### src/rtl/cpu_axi_bridge.sv
// cpu_axi_bridge: turns the core's instruction-fetch and data SRAM-style ports
// into one AXI3 master. Only one AXI transaction is in flight at a time, so
// responses return in the order requests were accepted. Data requests win
// arbitration over instruction fetches.
module cpu_axi_bridge (
    input  logic        clk,
    input  logic        reset,

    input  logic        inst_sram_req,
    input  logic [31:0] inst_sram_addr,
    output logic        inst_sram_addr_ok,
    output logic        inst_sram_data_ok,
    output logic [31:0] inst_sram_rdata,

    input  logic        data_sram_req,
    input  logic        data_sram_wr,
    input  logic [1:0]  data_sram_size,
    input  logic [3:0]  data_sram_wstrb,
    input  logic [31:0] data_sram_addr,
    input  logic [31:0] data_sram_wdata,
    output logic        data_sram_addr_ok,
    output logic        data_sram_data_ok,
    output logic [31:0] data_sram_rdata,

    output logic [3:0]  arid,
    output logic [31:0] araddr,
    output logic [7:0]  arlen,
    output logic [2:0]  arsize,
    output logic [1:0]  arburst,
    output logic        arvalid,
    input  logic        arready,

    input  logic [3:0]  rid,
    input  logic [31:0] rdata,
    input  logic [1:0]  rresp,
    input  logic        rlast,
    input  logic        rvalid,
    output logic        rready,

    output logic [3:0]  awid,
    output logic [31:0] awaddr,
    output logic [7:0]  awlen,
    output logic [2:0]  awsize,
    output logic [1:0]  awburst,
    output logic        awvalid,
    input  logic        awready,

    output logic [31:0] wdata,
    output logic [3:0]  wstrb,
    output logic        wlast,
    output logic        wvalid,
    input  logic        wready,

    input  logic [3:0]  bid,
    input  logic [1:0]  bresp,
    input  logic        bvalid,
    output logic        bready
);

    typedef enum logic [2:0] {
        IDLE,
        RD_AR,
        RD_R,
        WR_AW_W,
        WR_B
    } state_t;

    state_t      state;
    state_t      state_next;

    // Holding registers for the one transaction in flight
    logic        src_data;
    logic        wr_hold;
    logic [1:0]  size_hold;
    logic [3:0]  wstrb_hold;
    logic [31:0] addr_hold;
    logic [31:0] wdata_hold;
    logic        aw_done;
    logic        w_done;

    logic        accept_data;
    logic        accept_inst;
    logic        aw_hs;
    logic        w_hs;

    // Responses are routed by the latched source, never by ID, and errors are
    // not acted upon, so these inputs are intentionally left unconsumed.
    logic        unused_inputs;
    assign unused_inputs = ^{rid, rresp, rlast, bid, bresp};

    assign accept_data = (state == IDLE) && data_sram_req && !reset;
    assign accept_inst = (state == IDLE) && inst_sram_req && !data_sram_req && !reset;

    assign data_sram_addr_ok = accept_data;
    assign inst_sram_addr_ok = accept_inst;

    assign inst_sram_rdata = rdata;
    assign data_sram_rdata = rdata;

    assign arid    = {3'b000, src_data};
    assign araddr  = addr_hold;
    assign arlen   = 8'd0;
    assign arsize  = {1'b0, size_hold};
    assign arburst = 2'b01;

    // The only writer is the data port, so awid follows the latched source
    // and therefore reads 0 straight out of reset.
    assign awid    = {3'b000, src_data};
    assign awaddr  = addr_hold;
    assign awlen   = 8'd0;
    assign awsize  = {1'b0, size_hold};
    assign awburst = 2'b01;

    assign wdata   = wdata_hold;
    assign wstrb   = wstrb_hold;
    assign wlast   = 1'b1;

    assign aw_hs = awvalid && awready;
    assign w_hs  = wvalid && wready;

    // FSM state register
    always_ff @(posedge clk) begin
        if (reset) begin
            state <= IDLE;
        end else begin
            state <= state_next;
        end
    end

    // Capture the accepted request and remember which write handshakes are done
    always_ff @(posedge clk) begin
        if (reset) begin
            src_data   <= 1'b0;
            wr_hold    <= 1'b0;
            size_hold  <= 2'd0;
            wstrb_hold <= 4'h0;
            addr_hold  <= 32'h0;
            wdata_hold <= 32'h0;
            aw_done    <= 1'b0;
            w_done     <= 1'b0;
        end else begin
            if (accept_data) begin
                src_data   <= 1'b1;
                wr_hold    <= data_sram_wr;
                size_hold  <= data_sram_size;
                wstrb_hold <= data_sram_wstrb;
                addr_hold  <= data_sram_addr;
                wdata_hold <= data_sram_wdata;
            end else if (accept_inst) begin
                src_data   <= 1'b0;
                wr_hold    <= 1'b0;
                size_hold  <= 2'd2;
                wstrb_hold <= 4'h0;
                addr_hold  <= inst_sram_addr;
                wdata_hold <= 32'h0;
            end
            if (accept_data || accept_inst) begin
                aw_done <= 1'b0;
                w_done  <= 1'b0;
            end else begin
                if (aw_hs) begin
                    aw_done <= 1'b1;
                end
                if (w_hs) begin
                    w_done <= 1'b1;
                end
            end
        end
    end

    // Next-state and channel handshake outputs
    always_comb begin
        state_next        = state;
        arvalid           = 1'b0;
        rready            = 1'b0;
        awvalid           = 1'b0;
        wvalid            = 1'b0;
        bready            = 1'b0;
        inst_sram_data_ok = 1'b0;
        data_sram_data_ok = 1'b0;
        case (state)
            IDLE: begin
                if (accept_data) begin
                    state_next = data_sram_wr ? WR_AW_W : RD_AR;
                end else if (accept_inst) begin
                    state_next = RD_AR;
                end
            end
            RD_AR: begin
                arvalid = 1'b1;
                if (arready) begin
                    state_next = RD_R;
                end
            end
            RD_R: begin
                rready = 1'b1;
                if (rvalid) begin
                    if (src_data) begin
                        data_sram_data_ok = 1'b1;
                    end else begin
                        inst_sram_data_ok = 1'b1;
                    end
                    state_next = IDLE;
                end
            end
            WR_AW_W: begin
                awvalid = !aw_done;
                wvalid  = !w_done;
                if ((aw_done || awready) && (w_done || wready)) begin
                    state_next = WR_B;
                end
            end
            WR_B: begin
                bready = 1'b1;
                if (bvalid) begin
                    data_sram_data_ok = 1'b1;
                    state_next        = IDLE;
                end
            end
            default: begin
                state_next = IDLE;
            end
        endcase
    end

endmodule

### config.mk
export PLATFORM = sky130hd
export DESIGN_NAME = cpu_axi_bridge
export DESIGN_NICKNAME = d
export VERILOG_FILES = /design/src/rtl/cpu_axi_bridge.sv
export SDC_FILE = /design/constraint.sdc
export NUM_CORES = 1
export LEC_CHECK = 0
export ABC_AREA = 1
export CAP_MARGIN = 20
export CORE_AREA = 4 4 139 141
export DETAILED_ROUTE_END_ITERATION = 8
export DIE_AREA = 0 0 143 145
export GPL_TIMING_DRIVEN = 0
export MAX_ROUTING_LAYER = met4
export PLACE_DENSITY_LB_ADDON = 0.1
export SYNTH_ARGS = -nofsm -noshare
export SYNTH_HDL_FRONTEND = slang
export SYNTH_SLANG_ARGS = --single-unit
### constraint.sdc
create_clock -name clk -period 3.87 [get_ports clk]
set_input_delay 0.387 -clock clk [delete_from_list [all_inputs] [get_ports clk]]
set_output_delay 0.387 -clock clk [all_outputs]
set_load 0.02 [all_outputs]
# Word level (Yosys, flattened, before mapping)

Cells that the tools add are included.

Eq/ne operators: 9
Multiplexer cells: 30
Reductions and logical operators: 19

Operators with widths:

| cell                 | number |
|---|---|
| $mux W32             | 4 |
| $mux W3              | 6 |
| $pmux W3 S5          | 1 |
| $mux W1              | 13 |
| $logic_and A1 B1 Y1  | 8 |
| $mux W4              | 2 |
| $ne A2 B2 Y1 const B | 4 |
| $eq A3 B2 Y1 const B | 2 |
| $mux W2              | 3 |
| $reduce_and A5 Y1    | 1 |
| $logic_not A1 Y1     | 4 |
| $eq A3 B1 Y1 const B | 1 |
| $eq A3 B3 Y1 const B | 1 |
| $logic_not A3 Y1     | 1 |
| $logic_or A1 B1 Y1   | 3 |
| $ne A3 B3 Y1 const B | 1 |
| $pmux W1 S2          | 1 |
| $reduce_bool A2 Y1   | 1 |
| $reduce_or A2 Y1     | 1 |

Flip-flop bits (word level): 76
Input port bits: 157
Output and inout bits: 208
Word-level logic and storage cells: 66

# Logic depth before layout (Yosys ltp)

Depth in word-level cells: 7
Depth in mapped cells: 9
Depth with buffers taken out: 9

# Worst setup path before layout

No wires, ideal clock.

Kind: register to output
From: reg state[1]
To: out inst_sram_data_ok
Data arrival time: 1415 ps
Required time: 3483 ps
Slack: 2068 ps
Stages on the path, launching flop included: 5
Path buffers: 0
Cell sequence: dfxtp_1 > inv_1 > nor3_1 > nand2_1 > nor2_1

Cells in the longest elaborated chain, start to end: 2

Ends and longest elaborated chain:

| what                     | RTL line | text |
|---|---|---|
| start: declaration       | 68       | `state_t state;` |
| start signal: assignment | 126      | `state <= state_next;` |
| $eq A3 B2 Y1             | 181      | `case (state)` |
| $mux W1                  | 181      |  |
| end: declaration         | 12       | `output logic inst_sram_data_ok,` |

No other way between the ends.

# Final worst setup path

From: in reset
To: out data_sram_addr_ok

Cells in the longest elaborated chain, start to end: 2

Ends and longest elaborated chain:

| what                | RTL line | text |
|---|---|---|
| start: declaration  | 7        | `input logic reset,` |
| $logic_not A1 Y1    | 91       | `assign accept_data = (state == IDLE) && data_sram_req && !reset;` |
| $logic_and A1 B1 Y1 | 91       |  |
| end: declaration    | 21       | `output logic data_sram_addr_ok,` |

No other way between the ends.

==> impl_metrics.csv <==
group,metric,value,unit
worst_setup_path,r2r-start,"state[2]$_SDFFE_PP0P_",
timing,hold_viol,0,
timing,setup_tns,0,ps
pwr,switchingPower,0.001468,W
synth,synth_edf_count,0,
synth,synthArstFlopShare,0,%
worst_hold_path,holdPathEnd,"wdata[1]$_SDFFE_PP0P_",
clocking,cts_root_buf,"clkbuf_16",
timing,setup_viol,0,
global_routing,grt_use_met1,16.64,%
clocking,clock_path_buffers,2,
pwr,power,0.003921,W
global_routing,met2_usage,27.19,%
worst_setup_path,crit_path_start_kind,"primary input",
drt,drc_errors,0,
synth,ys.flop_type,"dfxtp_1",
timing,slew_headroom,58.67,%
floorplanning,rows,49,
global_routing,antenna_found_initial,0,
clocking,clk_pin_slew_worst_paths,50,ps
placed_design,hpwl,13140,µm
clocking,cts_setup_buffers,0,
floorplanning,die_h,145,µm
final_layout,layout.nets,1029,
timing,setup_ws,1032,ps
global_routing,grt_overflow,0,
worst_setup_path,crit_type,"primary input to primary output",
worst_setup_path,slowest_delay,650,ps
drt,drtIter0Drc,157,
worst_setup_path,end_kind,"primary output",
synth,avgSynthCellArea,7.367,µm²
worst_setup_path,crit_chain,"clkdlybuf4s50_1 -> nor2_1 -> inv_1 -> nor2_4 -> buf_2 -> clkdlybuf4s50_1",
synth,yosysWarningCount,0,
worst_setup_path,cp_common_cell,"clkdlybuf4s50_1",
synth,synth.largest_area_cell,"dfxtp_1",
worst_setup_path,reg2reg_to,"size_hold[1]$_SDFFE_PP0P_",
drt,vias,4482,
floorplanning,initial_core_util,22.31,%
worst_hold_path,min_path_cells,2,
timing,fin_skew,3.981,ps
worst_setup_path,cp_max_fo,10,
timing,holdWs,458.5,ps
worst_setup_path,r2r_slack,2180,ps
global_routing,grt_max_degree,12,
pwr,power.share.clock,19.6,%
global_routing,grtUsageMet3,5.561,%
drt,wire_per_inst,14.52,µm
timing,rsz0062_at_grt,"false",
placed_design,gp_congestion,0.8482,
timing,fin_crit_sh,73.35,%
flow_run,maxCapViolCount,0,
worst_hold_path,hold_class,"flip-flop to flip-flop",
floorplanning,core_area,0.01796,mm²
status,status,"completed",
timing,slew_viol_final,0,
final_layout,utilization,42.13,%
final_layout,fillerInstances,1794,
clocking,cts_tree,"yes",
clocking,cts_buffers,9,
pwr,swShare,37.45,%
synth,ys_seq_elements,76,
worst_setup_path,crit_path_top_delay_cell,"clkdlybuf4s50_1",
clocking,hold_buffers,0,
drt,via_per_inst,4.056,
synth,seq_area_frac_synth,37.96,%
synth,synth_area_leaders,"dfxtp_1 (38%), buf_4 (24%), nand3_1 (9.6%), nand2_1 (8.3%), o21ai_1 (5.0%)",
worst_setup_path,worstPathRequired,3480,ps
drt,drt_first_pass_iters,5,
synth,post-synth-top-count-cell,"buf_4",
final_layout,final_layout_size_suffix_gt1_share,19.18,%
global_routing,grt_pass1_vias,4659,
synth,yosysUniqueCellTypes,18,
floorplanning,io_pins,365,
synth,synth_area,0.004008,mm²
global_routing,grtUsageTotal,15.50,%
synth,synthCells,544,
worst_hold_path,hp-start,"wdata[1]$_SDFFE_PP0P_",
pwr,power_frac_seq,29.1,%
final_layout,synthToLayoutAreaGrowth,88.85,%
timing,fin_crit,2838,ps
placed_design,port_buffers,290,
synth,synth_top_area_share,37.96,%
global_routing,top_usage_layer,"met2",
floorplanning,die_area,0.02074,mm²
clocking,cts_resized,0,
timing,clock.fmax,352.3,MHz
global_routing,grt_pass1_wl,24740,µm
worst_setup_path,arrival,2450,ps
pwr,ir_drop,295.7,µV
placed_design,pre_cts_ws,1000,ps
timing,worst_pin_slew,620.0,ps
clocking,htreeDepth,3,
pwr,leakagePower,3.360,nW
floorplanning,die_width,143,µm
pwr,power_density,518.1,mW/mm²
synth,yosys-top-cells-count,"buf_4 (130), nand2_1 (89), nand3_1 (77)",
drt,drt-total-wl,16050,µm
final_layout,diodes,0,
clocking,clk_latency,330,ps
pwr,p_int,0.002453,W
drt,drtAntennaViolNets,0,
clocking,cts.sinks,76,
worst_setup_path,reg2reg_depth,7,
pwr,comb_power_share,51.3,%
## critical path: cells and delay by family
kind	cells	cell delay, ps
buf+inv	4	1560
simple gates	2	500
## power by group through the flow
| stage | sequential [W] | clock [W] | combinational (W) |
|---|---|---|---|
| 2_1_floorplan | 0.00134 | 0 | 0.000870 |
| 3_3_place_gp | 0.00115 | 0 | 0.00202 |
| 3_5_place_dp | 0.00116 | 0 | 0.00204 |
| 4_1_cts | 0.00115 | 0.000810 | 0.00204 |
| 5_1_grt | 0.00117 | 0.000833 | 0.00217 |
| 6_report | 0.00114 | 0.000767 | 0.00201 |
## final cells by class
class / count / area (µm²) / area share (%)
Buffer: 157 / 1101 / 14.55
Clock buffer: 13 / 260.3 / 3.439
Clock inverter: 2 / 10.01 / 0.1323
Inverter: 20 / 75.07 / 0.9919
Multi-Input combinational cell: 318 / 1411 / 18.65
Sequential cell: 76 / 1521 / 20.10
Tap cell: 229 / 286.5 / 3.786
Timing Repair Buffer: 290 / 2903 / 38.35
## cells by family (layout without fill, tap and decap cells)
group / Yosys count / after routing / synth area share (%)
flops: 76 / 76 / 37.96
simple gates: 217 / 217 / 23.23
buf+inv: 177 / 482 / 29.35
other cells: 2 / 29 / 0.1874
compound gates: 72 / 72 / 9.272
## per-stage QoR
step | std cells | instance area, µm²
after floorplan | 571 | 4109
after global placement | 1090 | 7298
after detailed placement | 1090 | 7298
after CTS | 1105 | 7569
after global routing | 1105 | 7569
final | 1105 | 7569
## how the worst max path moves through the flow
stage	from	to	slack, ps	cells after the start
floorplan	state[1]$_SDFFE_PP0P_	inst_sram_data_ok	2070	4
global placement	reset	data_sram_addr_ok	1060	6
detailed placement	reset	data_sram_addr_ok	1000	6
CTS	reset	data_sram_addr_ok	970	6
global route	reset	data_sram_addr_ok	850	6
finish	reset	data_sram_addr_ok	1030	6
## layout by cell type (no fill, tap or decap)
| master | instances |
|---|---|
| clkdlybuf4s50_1 | 290 |
| buf_4 | 130 |
| nand2_1 | 89 |
| nand3_1 | 77 |
| dfxtp_1 | 76 |
| nor2_1 | 46 |
| o21ai_1 | 40 |
| conb_1 | 29 |
| o21ai_0 | 28 |
| buf_2 | 19 |
| inv_1 | 17 |
| clkbuf_1 | 10 |
| clkbuf_16 | 9 |
| inv_2 | 3 |
| a21oi_1 | 3 |
| nand4_1 | 2 |
| clkinv_2 | 2 |
| clkbuf_8 | 2 |
| nor3_2 | 1 |
| nor2_4 | 1 |
| nor3_1 | 1 |
| a21oi_4 | 1 |
## flip-flops by register name, summed over array words and instances, names as in the netlist
signal / cells
araddr: 32
wdata: 32
wstrb: 4
state: 3
size_hold: 2
aw_done: 1
src_data: 1
w_done: 1
## per-layer routing
layer  share of wire (%)  wire length [µm]
met1                  38              6102
met2                  51              8158
met3                  10              1658
met4                0.80               129
met5                   0                 0
Note: power is estimated with default switching activity, not from simulation.
